`config.mk`:
```
export PLATFORM = sky130hd
export DESIGN_NAME = btn_conditioner
export DESIGN_NICKNAME = d
export VERILOG_FILES = /design/src/rtl/btn_pkg.sv /design/src/rtl/btn_sync2.sv /design/src/rtl/btn_conditioner.sv
export SDC_FILE = /design/constraint.sdc
export NUM_CORES = 1
export LEC_CHECK = 0
export ABC_CLOCK_PERIOD_IN_PS = 2000
export CAP_MARGIN = 15
export CORE_MARGIN = 2
export CORE_UTILIZATION = 56
export CTS_CLUSTER_DIAMETER = 50
export CTS_CLUSTER_SIZE = 28
export DETAILED_ROUTE_END_ITERATION = 8
export PLACE_DENSITY = 0.73
export SLEW_MARGIN = 10
export SYNTH_ARGS = -nofsm -noshare
export SYNTH_HDL_FRONTEND = slang
export SYNTH_SLANG_ARGS = --single-unit
```
`constraint.sdc`:
```
create_clock -name clk -period 2 [get_ports clk]
set_input_delay 0.3 -clock clk [delete_from_list [all_inputs] [get_ports clk]]
set_output_delay 0.3 -clock clk [all_outputs]
set_load 0.01 [all_outputs]
```
`src/rtl/btn_pkg.sv`:
```
// Shared types and default timing constants for the push-button conditioner.
package btn_pkg;

  typedef enum logic [1:0] {
    IDLE         = 2'd0,
    PRESS_WAIT   = 2'd1,
    HELD         = 2'd2,
    RELEASE_WAIT = 2'd3
  } btn_state_t;

  localparam int BTN_DEBOUNCE_DEFAULT = 60000;
  localparam int BTN_LONG_DEFAULT     = 12000000;

endpackage

```
`src/rtl/btn_sync2.sv`:
```
// Two-flop synchronizer for an asynchronous single-bit input; resets to 0.
module btn_sync2 (
  input  logic clk,
  input  logic rst,
  input  logic d,
  output logic q
);

  logic meta;

  always_ff @(posedge clk or posedge rst) begin
    if (rst) begin
      meta <= 1'b0;
      q    <= 1'b0;
    end else begin
      meta <= d;
      q    <= meta;
    end
  end

endmodule

```
`src/rtl/btn_conditioner.sv`:
```
// Debounced push-button front end: level, press/release pulses and sticky go_req/go_ack.
// Optional long-press pulse is built when BTN_CONDITIONER_LONG_PRESS_EN is defined.
module btn_conditioner
  import btn_pkg::*;
#(
  parameter int DEBOUNCE_CYCLES = BTN_DEBOUNCE_DEFAULT,
  parameter int LONG_CYCLES     = BTN_LONG_DEFAULT
) (
  input  logic clk,
  input  logic rst,
  input  logic btn_n,
  input  logic go_ack,
  output logic btn_level,
  output logic btn_press,
  output logic btn_release,
  output logic btn_long,
  output logic go_req
);

  localparam int            CW       = $clog2(DEBOUNCE_CYCLES);
  localparam logic [CW-1:0] CNT_LAST = CW'(DEBOUNCE_CYCLES - 1);

  if (DEBOUNCE_CYCLES < 2 || LONG_CYCLES < 2) begin : g_param_check
    $error("btn_conditioner: DEBOUNCE_CYCLES and LONG_CYCLES must be >= 2");
  end

  logic          s;
  btn_state_t    state, state_nxt;
  logic [CW-1:0] cnt;
  logic          press_nxt, release_nxt, level_nxt;

  btn_sync2 u_sync (
    .clk (clk),
    .rst (rst),
    .d   (~btn_n),
    .q   (s)
  );

  always_ff @(posedge clk or posedge rst) begin
    if (rst) state <= IDLE;
    else     state <= state_nxt;
  end

  always_comb begin
    state_nxt = state;
    case (state)
      IDLE:         if (s) state_nxt = PRESS_WAIT;
      PRESS_WAIT: begin
        if (!s)                   state_nxt = IDLE;
        else if (cnt == CNT_LAST) state_nxt = HELD;
      end
      HELD:         if (!s) state_nxt = RELEASE_WAIT;
      RELEASE_WAIT: begin
        if (s)                    state_nxt = HELD;
        else if (cnt == CNT_LAST) state_nxt = IDLE;
      end
      default:      state_nxt = IDLE;
    endcase
  end

  always_comb begin
    press_nxt   = (state == PRESS_WAIT)   && (state_nxt == HELD);
    release_nxt = (state == RELEASE_WAIT) && (state_nxt == IDLE);
    level_nxt   = (state_nxt == HELD) || (state_nxt == RELEASE_WAIT);
  end

  // Counter restarts on every state change, so a bounce always costs a full window.
  always_ff @(posedge clk or posedge rst) begin
    if (rst) begin
      cnt <= '0;
    end else if (state_nxt != state) begin
      cnt <= '0;
    end else if (state == PRESS_WAIT || state == RELEASE_WAIT) begin
      cnt <= cnt + 1'b1;
    end
  end

  // A press in the same cycle as go_ack (either edge of the pulse) keeps the request.
  always_ff @(posedge clk or posedge rst) begin
    if (rst) begin
      btn_level   <= 1'b0;
      btn_press   <= 1'b0;
      btn_release <= 1'b0;
      go_req      <= 1'b0;
    end else begin
      btn_level   <= level_nxt;
      btn_press   <= press_nxt;
      btn_release <= release_nxt;
      go_req      <= press_nxt | btn_press | (go_req & ~go_ack);
    end
  end

`ifdef BTN_CONDITIONER_LONG_PRESS_EN
  localparam int            HW        = $clog2(LONG_CYCLES);
  localparam logic [HW-1:0] HOLD_LAST = HW'(LONG_CYCLES - 1);

  logic [HW-1:0] hold;
  logic          long_done;

  // Hold time runs across RELEASE_WAIT bounces; only a fresh press restarts it.
  always_ff @(posedge clk or posedge rst) begin
    if (rst) begin
      hold      <= '0;
      long_done <= 1'b0;
      btn_long  <= 1'b0;
    end else begin
      btn_long <= 1'b0;
      if (press_nxt) begin
        hold      <= '0;
        long_done <= 1'b0;
      end else if (state == HELD || state == RELEASE_WAIT) begin
        if (hold != HOLD_LAST) begin
          hold <= hold + 1'b1;
        end else if (!long_done) begin
          btn_long  <= 1'b1;
          long_done <= 1'b1;
        end
      end
    end
  end
`else
  assign btn_long = 1'b0;
`endif

endmodule

```
=== After elaboration in Yosys (flattened, before gate mapping) ===
Index checks and enable logic that the tools add are counted.

* Add/subtract/negate cells: 1
* Eq/ne operators: 7
* Multiplexer cells: 9
* Bitwise logic cells: 5
* Reductions and logical operators: 7

{| class="wikitable"
|+ Operators with widths
! cell !! count
|-
| $mux W16 || 2
|-
| $add A16 B1 Y16 const B || 1
|-
| $eq A16 B16 Y1 const B || 1
|-
| $mux W2 || 6
|-
| $eq A2 B2 Y1 const B || 4
|-
| $pmux W2 S4 || 1
|-
| $logic_not A2 Y1 || 2
|-
| $eq A2 B1 Y1 const B || 1
|-
| $logic_and A1 B1 Y1 || 2
|-
| $logic_or A1 B1 Y1 || 2
|-
| $ne A2 B2 Y1 || 1
|-
| $not A1 Y1 || 2
|-
| $or A1 B1 Y1 || 2
|-
| $reduce_bool A2 Y1 || 1
|-
| $and A1 B1 Y1 || 1
|}

* Register bits: 24
* Word-level logic and storage cells: 37

=== Longest topological paths before layout ===
* Word-level depth: 8
* Mapped depth: 7
* Depth with buffers taken out: 5

=== Hierarchy ===
A second synthesis with hierarchy kept.

* Cell total of the unflattened synthesis: 107
* Area total of the unflattened synthesis: 1124.8 um^2

{| class="wikitable"
|+ Modules (own cells, without submodules)
! module !! instances !! cells an instance !! area each (um^2) !! sequential area each (um^2)
|-
| btn_conditioner || 1 || 104 || 1071.0 || 525.5
|-
| btn_sync2 || 1 || 3 || 53.8 || 50.0
|}

=== Worst setup path before layout ===
Ideal clock, no wire load.

* Path type: flip-flop to flip-flop
* From: reg cnt[0]
* To: reg cnt[15]
* Library setup time: 0.130 ns
* Arrival time: 1.654 ns
* Data required time: 1.870 ns
* Setup slack: 0.216 ns
* Cell stages (with the launch flop): 8
* Cells stage by stage: dfrtp_1 > ha_1 > nand4b_1 > or4_1 > buf_6 > a21oi_4 > buf_6 > a21oi_1

* Cells in the longest elaborated chain, start to end: 6
* Elaborated cells on any way between the ends: 11

{| class="wikitable"
|+ RTL lines
! element !! line !! text
|-
| start, declared || btn_conditioner.sv:29 || <nowiki>logic [CW-1:0] cnt;</nowiki>
|-
| start signal, assigned || btn_conditioner.sv:74 || <nowiki>cnt <= cnt + 1'b1;</nowiki>
|-
| $eq A16 B16 Y1 || btn_conditioner.sv:50, btn_conditioner.sv:55 ||
|-
| $mux W2, on equally long branches || btn_conditioner.sv:55, btn_conditioner.sv:50 ||
|-
| $mux W2, on equally long branches || btn_conditioner.sv:54, btn_conditioner.sv:49 ||
|-
| $pmux W2 S4 || btn_conditioner.sv:46 || <nowiki>case (state)</nowiki>
|-
| $ne A2 B2 Y1 || btn_conditioner.sv:71 || <nowiki>end else if (state_nxt != state) begin</nowiki>
|-
| $mux W16 or $reduce_bool A2 Y1 (tied branches) || - ||
|}

Parallel ways exist; a longest one is shown, timed or not. The select of a mux whose other input is x is not followed.
A chain may end at the register's enable or synchronous reset.

=== Worst setup path after layout ===
* From: reg cnt[0]
* To: reg go_req

* Cells in the longest elaborated chain, start to end: 8
* Elaborated cells on any way between the ends: 10

{| class="wikitable"
|+ RTL lines
! element !! line !! text
|-
| $eq A16 B16 Y1 * || btn_conditioner.sv:50, btn_conditioner.sv:55 ||
|-
| $mux W2, on equally long branches || btn_conditioner.sv:55, btn_conditioner.sv:50 ||
|-
| $mux W2, on equally long branches || btn_conditioner.sv:54, btn_conditioner.sv:49 ||
|-
| $pmux W2 S4 * || btn_conditioner.sv:46 ||
|-
| $eq A2 B2 Y1 * || btn_conditioner.sv:62 || <nowiki>press_nxt = (state == PRESS_WAIT) && (state_nxt == HELD);</nowiki>
|-
| $logic_and A1 B1 Y1 * || btn_conditioner.sv:62 ||
|-
| via press_nxt || btn_conditioner.sv:30 || <nowiki>logic press_nxt, release_nxt, level_nxt;</nowiki>
|-
| $or A1 B1 Y1 * (2 in series) || btn_conditioner.sv:89 || <nowiki>go_req <= press_nxt | btn_press | (go_req & ~go_ack);</nowiki>
|-
| end signal, assigned || btn_conditioner.sv:89 ||
|-
| end, declared || btn_conditioner.sv:17 || <nowiki>output logic go_req</nowiki>
|}

The timed path passes the listed nets; every way through them passes the cells marked *.

==> results.py <==
metrics = {
    "synthesis": {
        "synth-seq-area-share_pct": 48.3,
        "ys_types": 32,
        "syn-cell-area_sq_mm": 0.00119,
        "synth_warnings": 0,
        "synth.area.top_cells": "dfrtp_1 (48%), nand4_1 (6.3%), xor2_1 (5.9%), or4_1 (3.2%), nand3_1 (2.9%)",
        "synth_cells": 114,
        "yosysTopAreaCell": "dfrtp_1",
        "synth-edff-count": 0,
        "avgSynthCellArea_sq_um": 10.4,
        "synth_nets": 119,
        "ys_ff_latch": 23,
        "ys_async_sr_fraction_pct": 100,
        "ys.flop_type": "dfrtp_1",
        "synth_top_cell_area_share_pct": 48.3,
    },
    "floorplanning": {
        "chipHeight_um": 50.1,
        "io_pins": 9,
        "start_util_pct": 60.1,
        "row_count": 16,
        "core_area_sq_mm": 0.00198,
        "dieArea_sq_mm": 0.00251,
        "die_x_um": 50.1,
    },
    "timing": {
        "finalHoldViolations": 0,
        "clock_skew_ns": 0.00908,
        "slew_viol_final": 0,
        "fin_crit_ns": 1.83,
        "holdWs_ns": 0.295,
        "finalSetupViolations": 0,
        "fmax_mhz": 547,
        "post-route-period-util_pct": 91.3,
        "setup_tns_ns": 0,
        "worst_slack_ns": 0.173,
        "rsz0062_at_grt": "no",
    },
    "global_routing": {
        "busiest_layer": "met2",
        "grt_util_met2_pct": 32.9,
        "met1_usage_pct": 27.7,
        "use_met3_pct": 6.97,
        "grt_pass1_wl_mm": 3.94,
        "grt_overflow": 0,
        "grt_start_max_net_pins": 24,
        "gr-usage-all-layers_pct": 21.2,
        "antenna_found_initial": 0,
        "grt_pass1_vias": 878,
    },
    "flow_run": {
        "max_cap_violations": 0,
    },
    "setup_path": {
        "crit_type": "reg -> reg",
        "critical_path.startpoint_type": "register",
        "path_max_fanout": 8,
        "critPathCaptureType": "register",
        "cpMaxStageDelayCell": "or4_1",
        "worstPathArrival_ns": 2.10,
        "required_ns": 2.28,
        "crit_chain": "ha_1 > nand4b_1 > or4_1 > buf_4 > nor3b_4 > a211o_1",
        "r2r_cells": 6,
        "cp_slowest_stage_delay_ns": 0.55,
    },
    "clock_network": {
        "cts_resized": 0,
        "path_clk_slew_ns": 0.13,
        "cts.sinks": 23,
        "hold_buffers": 0,
        "cts_tree": "built",
        "numCtsBuffers": 3,
        "clkLatencyLatePin_ns": 0.32,
        "cts_buffer_depth": 2,
        "htreeDepth": 1,
        "cts_root_buf": "clkbuf_4",
        "postCtsSetupBuffers": 0,
    },
    "routing": {
        "via_per_inst": 5.73,
        "via_count": 877,
        "drc": 0,
        "wirelength_mm": 2.20,
        "ant_nets": 0,
        "dr.first_iter.drc_count": 20,
        "avgRoutedWirePerCell_um": 14.4,
        "drtPass1Iterations": 4,
    },
    "final_layout": {
        "nNetsFinal": 132,
        "syn_to_final_growth_pct": 11.4,
        "instances_no_fill": 153,
        "fillers": 154,
        "design_area_sq_mm": 0.00133,
        "seq_area_sq_um": 576,
        "layout_commonest_cell": "dfrtp_1",
        "multiInputGateArea_sq_um": 554,
        "final_cell_mix": "dfrtp_1 (23), nand4_1 (12), nand2_1 (8), xor2_1 (8), nor2_1 (8)",
        "final_util_pct": 67.0,
        "drive_gt1_share_pct": 14.3,
        "antenna_cells": 0,
    },
    "placed_design": {
        "place_area_sq_mm": 0.00130,
        "dp_hpwl_mm": 1.61,
        "port_buffers": 7,
        "gp_congestion": 0.902,
        "dp.cells": 149,
        "post-place-ws_ns": 0.200,
    },
    "pwr": {
        "ir_worst_vdd_mv": 0.524,
        "leakage_nw": 0.578,
        "cellPowerDensity_mw_per_mm2": 565,
        "power_mw": 0.750,
    },
    "outcome": {
        "outcome": "finished, final reports clean",
    },
    "hold_path": {
        "hold_path.class": "in -> async",
    },
}
-- area by class of cell --
cell class / instances / area share, %
sequential: 23 / 43.4
tap: 27 / 2.54
clock inverter: 1 / 0.566
clock buffer: 3 / 1.70
timing repair buffer: 14 / 9.24
inverter: 3 / 0.848
multi-input combinational: 82 / 41.8
-- flip-flops by register name (all words and copies together), names as in the netlist --
signal	flops
cnt	16
btn_level	1
btn_press	1
btn_release	1
go_req	1
state	1
u_sync.meta	1
u_sync.q	1
-- path summary, 6_finish.rpt --
path	startpoint	endpoint	slack (ns)
min in group clk	u_sync.meta	u_sync.q	0.37
max reg2reg	cnt[0]	go_req	0.17
max in group asynchronous	rst	cnt[13]	1.47
min reg2reg	u_sync.meta	u_sync.q	0.37
max	cnt[0]	go_req	0.17
min	rst	u_sync.meta	0.30
-- synthesized netlist by cell type, types with 2 or more instances --
library cell,count
xor2_1,8
nand4b_1,3
inv_1,3
a21oi_1,3
nand3_1,7
nor2_1,8
and2_2,2
buf_6,3
o31ai_1,3
dfrtp_1,23
or3_1,2
nand2_1,8
o21ai_0,2
or4_1,5
nand4_1,12
and3_1,4
and2_1,3
-- cell families after synthesis --
logic type                 synth area share (%)
and+or+nand+nor                            30.0
buffers and inverters                      5.15
muxes                                     0.945
DFF                                        48.3
other                                     0.315
xor gates and xnor gates                   7.25
adders and majority gates                  1.05
AOI/OAI and AO/OA                          6.93
-- per-layer routing --
metal  vias to the layer above  part of all wire (%)
met5                         -                     0
met4                         0                  0.64
met3                         2                   4.2
met2                        17                    50
met1                       424                    45
li1                        434                     -
-- report_power, final --
group | internal [mW] | switching, mW | leakage [nW]
clock | 0.0765 | 0.147 | 0.0139
combinational | 0.0173 | 0.0317 | 0.251
sequential | 0.471 | 0.00561 | 0.313
total | 0.565 | 0.185 | 0.578
-- worst max-delay path, delay by kind of cell, from the launching register on --
| kind | cells | cell delay, ns |
|---|---|---|
| AND/OR/NAND/NOR | 3 | 0.84 |
| buffers and inverters | 1 | 0.21 |
| adder cells (fa/ha/maj) | 1 | 0.19 |
| flip-flops | 1 | 0.42 |
| AO/OA/AOI/OAI | 1 | 0.12 |
Note: power is estimated with default switching activity, not from simulation.
